## src/rtl/rob_pkg.sv

```systemverilog
`default_nettype none
// ============================================================================
// Module  : rob_pkg
// Brief   : Shared defaults and entry record for the reorder buffer.
// Rev     : 1.0  initial release
// ============================================================================
package rob_pkg;

   localparam int c_DEPTH  = 16;
   localparam int c_XLEN   = 32;
   localparam int c_RIDX_W = 5;

   // Storage fields are sized for the widest supported build.
   // Narrower XLEN/RIDX_W builds zero-extend into them.
   localparam int c_XLEN_MAX   = 64;
   localparam int c_RIDX_W_MAX = 8;

   typedef struct packed {
      logic                    busy;
      logic                    ready;
      logic                    mispred;
      logic [c_RIDX_W_MAX-1:0] rd;
      logic [c_XLEN_MAX-1:0]   val;
      logic [31:0]             pc;
   } rob_entry_t;

endpackage
`default_nettype wire

```

## src/rtl/rob_ptr.sv

```systemverilog
`default_nettype none
// ============================================================================
// Module  : rob_ptr
// Brief   : Wrap-bit circular pointer with increment and synchronous clear.
// Rev     : 1.0  initial release
// ============================================================================
module rob_ptr
   import rob_pkg::*;
#(
   parameter int TAG_W = 4
) (
   input  logic           clk_in,
   input  logic           rst_in,
   input  logic           inc,
   input  logic           clr,
   output logic [TAG_W:0] ptr
);

   logic [TAG_W:0] r_ptr;

   // Clear takes priority so a flush always lands on index zero.
   always_ff @(posedge clk_in or negedge rst_in) begin
      if (!rst_in) begin
         r_ptr <= '0;
      end else if (clr) begin
         r_ptr <= '0;
      end else if (inc) begin
         r_ptr <= r_ptr + (TAG_W+1)'(1);
      end
   end

   assign ptr = r_ptr;

endmodule
`default_nettype wire

```

## src/rtl/reorder_buf.sv

```systemverilog
`default_nettype none
// ============================================================================
// Module  : reorder_buf
// Brief   : In-order commit reorder buffer with mispredict flush.
//           Define ROB_QUERY_EN to add two combinational rename lookup ports.
//           XLEN up to 64 and RIDX_W up to 8 are supported.
// Rev     : 1.0  initial release
// ============================================================================
module reorder_buf
   import rob_pkg::*;
#(
   parameter  int DEPTH  = c_DEPTH,
   parameter  int XLEN   = c_XLEN,
   parameter  int RIDX_W = c_RIDX_W,
   localparam int TAG_W  = $clog2(DEPTH)
) (
   input  logic              clk_in,
   input  logic              rst_in,
   input  logic              rdy_in,
   input  logic              alloc_valid,
   input  logic [RIDX_W-1:0] alloc_rd,
   output logic [TAG_W-1:0]  alloc_tag,
   output logic              full,
   output logic [TAG_W:0]    count,
   input  logic              cdb_valid,
   input  logic [TAG_W-1:0]  cdb_tag,
   input  logic [XLEN-1:0]   cdb_val,
   input  logic              cdb_mispred,
   input  logic [31:0]       cdb_pc,
   output logic              commit_valid,
   output logic              commit_we,
   output logic [RIDX_W-1:0] commit_rd,
   output logic [XLEN-1:0]   commit_val,
   output logic [TAG_W-1:0]  commit_tag,
`ifdef ROB_QUERY_EN
   input  logic [TAG_W-1:0]  qry0_tag,
   output logic              qry0_ready,
   output logic [XLEN-1:0]   qry0_val,
   input  logic [TAG_W-1:0]  qry1_tag,
   output logic              qry1_ready,
   output logic [XLEN-1:0]   qry1_val,
`endif
   output logic              flush_out,
   output logic [31:0]       flush_pc
);

   rob_entry_t        r_rob [DEPTH];
   rob_entry_t        w_head_ent;
   logic [TAG_W:0]    w_head;
   logic [TAG_W:0]    w_tail;
   logic [TAG_W-1:0]  w_head_idx;
   logic              w_commit;
   logic              w_flush;
   logic              w_alloc;
   logic              w_wb;

   logic              r_commit_valid;
   logic [RIDX_W-1:0] r_commit_rd;
   logic [XLEN-1:0]   r_commit_val;
   logic [TAG_W-1:0]  r_commit_tag;
   logic              r_flush;
   logic [31:0]       r_flush_pc;

   assign w_head_idx = w_head[TAG_W-1:0];
   assign w_head_ent = r_rob[w_head_idx];

   assign full      = (w_head_idx == w_tail[TAG_W-1:0]) && (w_head[TAG_W] != w_tail[TAG_W]);
   assign count     = w_tail - w_head;
   assign alloc_tag = w_tail[TAG_W-1:0];

   // A flushing edge discards every other request of that cycle.
   assign w_commit = rdy_in && w_head_ent.busy && w_head_ent.ready;
   assign w_flush  = w_commit && w_head_ent.mispred;
   assign w_alloc  = rdy_in && alloc_valid && !full && !w_flush;
   assign w_wb     = rdy_in && cdb_valid && r_rob[cdb_tag].busy && !w_flush;

   rob_ptr #(.TAG_W(TAG_W)) u_head (
      .clk_in (clk_in),
      .rst_in (rst_in),
      .inc    (w_commit),
      .clr    (w_flush),
      .ptr    (w_head)
   );

   rob_ptr #(.TAG_W(TAG_W)) u_tail (
      .clk_in (clk_in),
      .rst_in (rst_in),
      .inc    (w_alloc),
      .clr    (w_flush),
      .ptr    (w_tail)
   );

   always_ff @(posedge clk_in or negedge rst_in) begin
      if (!rst_in) begin
         for (int i = 0; i < DEPTH; i++) begin
            r_rob[i] <= '0;
         end
      end else if (w_flush) begin
         for (int i = 0; i < DEPTH; i++) begin
            r_rob[i].busy  <= 1'b0;
            r_rob[i].ready <= 1'b0;
         end
      end else begin
         if (w_wb) begin
            r_rob[cdb_tag].ready   <= 1'b1;
            r_rob[cdb_tag].val     <= c_XLEN_MAX'(cdb_val);
            r_rob[cdb_tag].mispred <= cdb_mispred;
            r_rob[cdb_tag].pc      <= cdb_pc;
         end
         // Placed after the writeback so a retiring entry always ends idle.
         if (w_commit) begin
            r_rob[w_head_idx].busy  <= 1'b0;
            r_rob[w_head_idx].ready <= 1'b0;
         end
         if (w_alloc) begin
            r_rob[alloc_tag].busy    <= 1'b1;
            r_rob[alloc_tag].ready   <= 1'b0;
            r_rob[alloc_tag].mispred <= 1'b0;
            r_rob[alloc_tag].rd      <= c_RIDX_W_MAX'(alloc_rd);
         end
      end
   end

   always_ff @(posedge clk_in or negedge rst_in) begin
      if (!rst_in) begin
         r_commit_valid <= 1'b0;
         r_commit_rd    <= '0;
         r_commit_val   <= '0;
         r_commit_tag   <= '0;
         r_flush        <= 1'b0;
         r_flush_pc     <= '0;
      end else begin
         r_commit_valid <= w_commit;
         r_flush        <= w_flush;
         if (w_commit) begin
            r_commit_rd  <= RIDX_W'(w_head_ent.rd);
            r_commit_val <= XLEN'(w_head_ent.val);
            r_commit_tag <= w_head_idx;
         end
         if (w_flush) begin
            r_flush_pc <= w_head_ent.pc;
         end
      end
   end

   assign commit_valid = r_commit_valid;
   assign commit_we    = r_commit_valid && (r_commit_rd != '0);
   assign commit_rd    = r_commit_rd;
   assign commit_val   = r_commit_val;
   assign commit_tag   = r_commit_tag;
   assign flush_out    = r_flush;
   assign flush_pc     = r_flush_pc;

`ifdef ROB_QUERY_EN
   logic w_q0_fwd;
   logic w_q1_fwd;

   // Same-cycle writeback is forwarded so rename never sees a stale entry.
   assign w_q0_fwd   = w_wb && (cdb_tag == qry0_tag);
   assign w_q1_fwd   = w_wb && (cdb_tag == qry1_tag);
   assign qry0_ready = w_q0_fwd || r_rob[qry0_tag].ready;
   assign qry1_ready = w_q1_fwd || r_rob[qry1_tag].ready;
   assign qry0_val   = w_q0_fwd ? cdb_val : XLEN'(r_rob[qry0_tag].val);
   assign qry1_val   = w_q1_fwd ? cdb_val : XLEN'(r_rob[qry1_tag].val);
`endif

endmodule
`default_nettype wire

```

## config.mk

```make
export PLATFORM = sky130hd
export DESIGN_NAME = reorder_buf
export DESIGN_NICKNAME = d
export VERILOG_FILES = /design/src/rtl/rob_pkg.sv /design/src/rtl/rob_ptr.sv /design/src/rtl/reorder_buf.sv
export SDC_FILE = /design/constraint.sdc
export NUM_CORES = 2
export LEC_CHECK = 0
export BUFFER_PORTS_ARGS = -buffer_cell sky130_fd_sc_hd__buf_2
export CAP_MARGIN = 30
export CORE_MARGIN = 2
export CORE_UTILIZATION = 60
export CTS_CLUSTER_DIAMETER = 150
export DETAILED_ROUTE_END_ITERATION = 12
export HOLD_SLACK_MARGIN = 0.15
export PLACE_DENSITY = 0.84
export SLEW_MARGIN = 20
export SYNTH_ARGS = -nofsm -noshare
export SYNTH_HDL_FRONTEND = slang
export SYNTH_SLANG_ARGS = --single-unit
export TNS_END_PERCENT = 50
```

## constraint.sdc

```tcl
create_clock -name clk_in -period 5.1 [get_ports clk_in]
set_input_delay 0.51 -clock clk_in [delete_from_list [all_inputs] [get_ports clk_in]]
set_output_delay 0.51 -clock clk_in [all_outputs]
set_load 0.03 [all_outputs]
```

### Word level (Yosys, flattened, before mapping)

Cells that the tools add are included.

| word-level totals | value |
|---|---|
| register bits after elaboration | 1,797 |
| input bits | 79 |

| cells by class | value |
|---|---|
| add/sub/neg operators | 3 |
| magnitude comparators | 6 |
| equal/unequal tests | 2 |
| muxes and demuxes | 61 |
| bitwise logic cells | 3 |
| reduce and logical (&&, ||, !) cells | 19 |

Operators by type and width:

| operator | number |
|---|---|
| 1712-bit bitwise mux | 10 |
| 1712-bit 2-to-1 mux | 5 |
| 107-bit demux with 4-bit select | 10 |
| 107-bit binary-select mux with 4-bit select | 2 |
| 107-bit 2-to-1 mux | 6 |
| 106-bit 2-to-1 mux | 3 |
| 105-bit 2-to-1 mux | 2 |
| 104-bit 2-to-1 mux | 1 |
| 96-bit 2-to-1 mux | 1 |
| 2-bit 2-to-1 mux | 16 |
| 32-bit 2-to-1 mux | 1 |
| 5-bit 2-to-1 mux | 4 |
| 5-bit >= comparator, second input constant | 3 |
| 5-bit by 1-bit < comparator with 1-bit output, second input constant | 3 |
| 4-bit inverter with 5-bit output | 3 |
| 1-bit logical AND | 14 |
| 5-bit by 1-bit adder with 5-bit output, second input constant | 2 |
| 5-bit nonzero test | 1 |
| 5-bit subtractor | 1 |
| 4-bit == test | 1 |
| 2-bit nonzero test | 2 |
| 1-bit logical NOT | 2 |
| 1-bit inequality test | 1 |

### Logic depth before layout (Yosys ltp)

| logic depth | value |
|---|---|
| word-level depth | 21 |
| mapped depth | 14 |

### Modules after synthesis

Synthesis repeated with hierarchy kept, for this count alone.

| unflattened totals | value |
|---|---|
| cells, all modules | 3,520 |
| area total of the unflattened synthesis | 55,663.4 um2 |

Modules (own cells, without submodules):

| module | times used | cells an instance | area an instance (um2) | sequential area each (um2) |
|---|---|---|---|---|
| reorder_buf | 1 | 3,476 | 55,157.9 | 30,704.4 |
| rob_ptr | 2 | 22 | 252.7 | 125.1 |

### Worst setup path before layout

No wires, ideal clock.

| path | value |
|---|---|
| path kind | register to register |
| start | register u_head.r_ptr[1], in the netlist u_head.ptr[1] |
| end | register r_rob[631] (netlist name) |
| arrival | 3.800 ns |
| data required time | 4.975 ns |
| path slack | 1.175 ns |
| stages on the path, launching flop included | 13 |
| buffers on the path | 6 |
| cell sequence | dfrtp_1 buf_2 clkbuf_1 clkbuf_1 buf_1 inv_1 ha_1 and4_1 a21oi_1 clkbuf_1 buf_1 nand4_2 mux2_2 |

| between the ends | value |
|---|---|
| cells in the longest elaborated chain, start to end | 20 |
| elaborated cells between the ends (all ways) | 27 |
| those cells by class | eq/ne (1); mux (16); bitwise (1); reduce/logical (9) |

Ends and longest elaborated chain:

| item | RTL line | text |
|---|---|---|
| start, declared | rob_ptr.sv:19 | `logic [TAG_W:0] r_ptr;` |
| start signal, assigned | rob_ptr.sv:28 | `r_ptr <= r_ptr + (TAG_W+1)'(1);` |
| 4-bit inverter with 5-bit output (not written as such) | reorder_buf.sv:65, reorder_buf.sv:112, reorder_buf.sv:113 |  |
| 107-bit binary-select mux with 4-bit select | reorder_buf.sv:65 | `assign w_head_ent = r_rob[w_head_idx];` |
| 107-bit 2-to-1 mux (not written as such) (2 in series) | reorder_buf.sv:65 |  |
| 1-bit logical AND (2 in series) | reorder_buf.sv:72 | `assign w_commit = rdy_in && w_head_ent.busy && w_head_ent.ready;` |
| 1-bit logical AND | reorder_buf.sv:73 | `assign w_flush = w_commit && w_head_ent.mispred;` |
| 1-bit logical NOT | reorder_buf.sv:74, reorder_buf.sv:75 |  |
| 1-bit logical AND | reorder_buf.sv:75 | `assign w_wb = rdy_in && cdb_valid && r_rob[cdb_tag].busy && !w_flush;` |
| 1712-bit 2-to-1 mux | reorder_buf.sv:104 | `if (w_wb) begin` |
| [... 2 more ...] | -- |  |
| 1712-bit bitwise mux | reorder_buf.sv:113 | `r_rob[w_head_idx].ready <= 1'b0;` |
| 1712-bit 2-to-1 mux | reorder_buf.sv:111 | `if (w_commit) begin` |
| 1712-bit 2-to-1 mux | reorder_buf.sv:98 | `end else if (w_flush) begin` |
| 1712-bit bitwise mux | reorder_buf.sv:116 | `r_rob[alloc_tag].busy <= 1'b1;` |
| 1712-bit bitwise mux | reorder_buf.sv:117 | `r_rob[alloc_tag].ready <= 1'b0;` |
| 1712-bit bitwise mux | reorder_buf.sv:118 | `r_rob[alloc_tag].mispred <= 1'b0;` |
| 1712-bit bitwise mux | reorder_buf.sv:119 | `r_rob[alloc_tag].rd <= c_RIDX_W_MAX'(alloc_rd);` |
| 1712-bit 2-to-1 mux | reorder_buf.sv:115 | `if (w_alloc) begin` |
| end, declared | reorder_buf.sv:47 | `rob_entry_t r_rob [DEPTH];` |

Several ways; a longest one is shown, not always the timed one. The select of a mux whose other input is x is not followed.
A chain may end at the register's enable or synchronous reset.

### Final worst setup path

| path | value |
|---|---|
| start | register u_head.r_ptr[2], in the netlist u_head.ptr[2] |
| end | register r_rob[691] (netlist name) |

The elaborated chain is that of the path after synthesis.

==> flow_summary_export.csv <==
group,metric,value,unit
outcome,status,"complete, no violations",
critical_path,crit_arrival,4.94,ns
floorplanning,die_w,309,um
timing,worst_slack,0.745,ns
critical_path,crit_start,"u_head.ptr[2]",
yosys,yosys-top-cells-area,"dfrtp_1, mux2_2, mux4_2",
global_routing,grt_max_degree,155,
final_layout,drive_above_1_share,53.5,%
drt,dr.pass1.iters,5,
drt,drt_iter0_drc,3138,
yosys,ys_seq_area_share,55.4,%
critical_path,cp_data_required_time,5.68,ns
final_layout,syn_to_final_growth,10.7,%
timing,final_hold_viol_count,0,
critical_path,cp-start-kind,"register",
clocking,numCtsBuffers,121,
yosys,yosysWarningCount,0,
power_and_ir_drop,finalPower,27.6,mW
clocking,path_clk_slew,0.07,ns
clocking,cts_root_buffer,"clkbuf_16",
timing,tns,0,ns
drt,ant_nets,0,
yosys,synth_top_area_share,55.4,%
critical_path,critPathKind,"reg -> reg",
yosys,synthCells,3461,
timing,slew_violations,0,
min_path,hp-start,"cdb_pc[16]",
power_and_ir_drop,powerDensity,447,nW/um^2
drt,post-route-drc-count,0,
drt,totalWireLength,131,mm
clocking,cts_tree,"done",
clocking,cts_resized,0,
yosys,synth-seq-cells,1237,
clocking,post_cts_buffers,0,
global_routing,grt-ovfl-total,0,
floorplanning,ios,165,
timing,post-route-period-util,85.4,%
final_layout,stdcell_area,61900,um^2
timing,fmax,0.230,GHz
yosys,synth_cell_types,55,
power_and_ir_drop,ir_worst_vdd,0.000337,V
clocking,clk_latency,0.72,ns
floorplanning,start_util,60.8,%
timing,clock_skew,0.0383,ns
timing,relSlewSlack,27.2,%
power_and_ir_drop,leakage,29.8,nW
clocking,cts_buffer_depth,3,
drt,vias,31306,
floorplanning,die_h,309,um
placement,gp_congestion,0.910,
yosys,syn-num-nets,3553,
clocking,cts_sinks,1237,
yosys,synth_edf_count,0,
critical_path,crit_fanout,37,
placement,port_buffers,164,
yosys,synth_area,55900,um^2
global_routing,grtUsageTotal,28.1,%
yosys,async_flop_share,100,%
clocking,htree_levels,3,
yosys,yosysTopAreaCell,"dfrtp_1",
timing,rsz0062_at_grt,"no",
floorplanning,design.die.area,95600,um^2
timing,setup_viol,0,
global_routing,grt_pass1_vias,33248,
timing,period_needed,4.36,ns
placement,dp_hpwl,73.7,mm
floorplanning,rows,111,
min_path,hold_path.class,"in -> reg",
global_routing,grt_antenna_before_repair,16,
run,drv_cap,0,
global_routing,grt_pass1_wl,204,mm
yosys,postSynthAreaPerCell,16.1,um^2
placement,placed_area,57600,um^2
drt,wl_per_cell,26.9,um
timing,worstMarginPinSlew,1.09,ns
final_layout,nNetsFinal,3609,
critical_path,r2r_start,"u_head.ptr[2]",
placement,place_ws,0.881,ns
critical_path,end_kind,"register",
floorplanning,core_area,91900,um^2
yosys,synth_ff_type,"dfrtp_1",
drt,avgViaCountPerCell,6.44,
==> per-stage QoR <==
step	util (%)	cells	hold slack, ns
global route	67.3	4863	0.223
floorplan	-	3461	0.214
finish	67.3	4863	0.217
detailed placement	62.7	4633	0.459
CTS	67.2	4858	0.177
global placement	62.6	4632	0.455
==> power breakdown <==
part / switching [mW] / internal [mW] / leakage (nW)
clock network: 3.86 / 5.40 / 2.04
registers: 1.12 / 11.7 / 16.8
logic: 2.37 / 3.13 / 11.0
total: 7.35 / 20.3 / 29.8
==> timing repair <==
item,in CTS,in global routing
setup endpoints to repair,0,0
hold endpoints to repair,131,0
hold buffers,1,0
==> worst max-delay path, stage by stage, from the launching register on <==
cell	delay (ns)
dfrtp_4	0.56
buf_4	0.51
nor2b_1	0.24
nand2_1	0.13
nand4_1	0.38
nand3_4	0.41
and3_4	0.71
buf_4	0.78
mux2_2	0.42
==> worst paths after layout <==
| kind | endpoint | slack (ns) | cells past startpoint |
|---|---|---|---|
| worst min-delay path | r_rob[444] | 0.22 | 2 |
| max in group asynchronous | r_rob[536] | 3.16 | 3 |
| worst max-delay path | r_rob[691] | 0.74 | 8 |
| min in group asynchronous | r_rob[207] | 0.40 | 2 |
| worst min register to register | flush_pc[15] | 0.47 | 2 |
| worst max register to register | r_rob[691] | 0.74 | 8 |
==> metal layers <==
metal / vias to the layer above / track usage [%] / routed length (um)
li1: 12962 / - / -
met1: 17010 / 40.1 / 55200
met2: 1038 / 44.9 / 64300
met3: 278 / 4.99 / 7970
met4: 18 / 8.31 / 3460
met5: - / 0 / 104
==> synth_stat cells (all sizes together) (3+ instances only) <==
master	n
nand3	22
nand4	11
mux2	1142
dfrtp	1237
a21oi	33
mux2i	9
mux4	360
o221a	9
nor3	13
and2	5
nand2	135
and3	11
inv	18
o21a	5
nor2b	10
nand2b	7
and4	4
nor2	38
buf	167
clkbuf	137
xnor2	3
a31oi	10
ha	12
xor2	5
o21ai	34
or4	3
==> cell usage in the layout (no fill, tap or decap), types with 8 or more instances in the layout <==
master | netlist | layout
mux2i_1 | 9 | 9
mux2_1 | 43 | 43
buf_2 | 59 | 163
mux2_2 | 1099 | 1099
clkbuf_8 | 0 | 25
nor2_1 | 32 | 32
inv_1 | 15 | 14
clkbuf_1 | 137 | 27
buf_4 | 68 | 48
o21ai_0 | 34 | 34
bufinv_16 | 0 | 12
a31oi_1 | 10 | 8
clkinv_2 | 0 | 25
ha_1 | 12 | 12
clkbuf_16 | 0 | 123
mux4_2 | 360 | 360
nand3_1 | 22 | 20
dfrtp_1 | 1237 | 1234
nor2b_1 | 10 | 10
a21oi_1 | 33 | 32
nor3_1 | 13 | 13
nand2_1 | 133 | 133
buf_12 | 0 | 22
o221a_2 | 9 | 9
==> state kept, by name, indices dropped and copies added, names as in the netlist <==
signal	cells
r_rob	1152
commit_tag	4
commit_val	32
commit_valid	1
flush_out	1
u_tail.ptr	5
commit_rd	5
flush_pc	32
u_head.ptr	5
==> final cells by class <==
cell class | count | area, um^2
well taps | 1243 | 1560
multi-input cells | 1902 | 23400
flip-flops and latches | 1237 | 31000
inverters | 18 | 73.8
clock buffers | 175 | 3520
fillers | 6091 | 30100
repair buffers | 237 | 1710
clock inverters | 49 | 621
diodes | 2 | 5.00
==> cell families after synthesis <==
logic type	after synthesis	synth area share (%)
simple gates	260	2.26
xor+xnor	8	0.125
compound gates	110	1.31
flops	1237	55.4
mux	1511	37.7
buf+inv	322	2.95
fa+ha+maj	13	0.304
(Power assumes the default switching activity.)
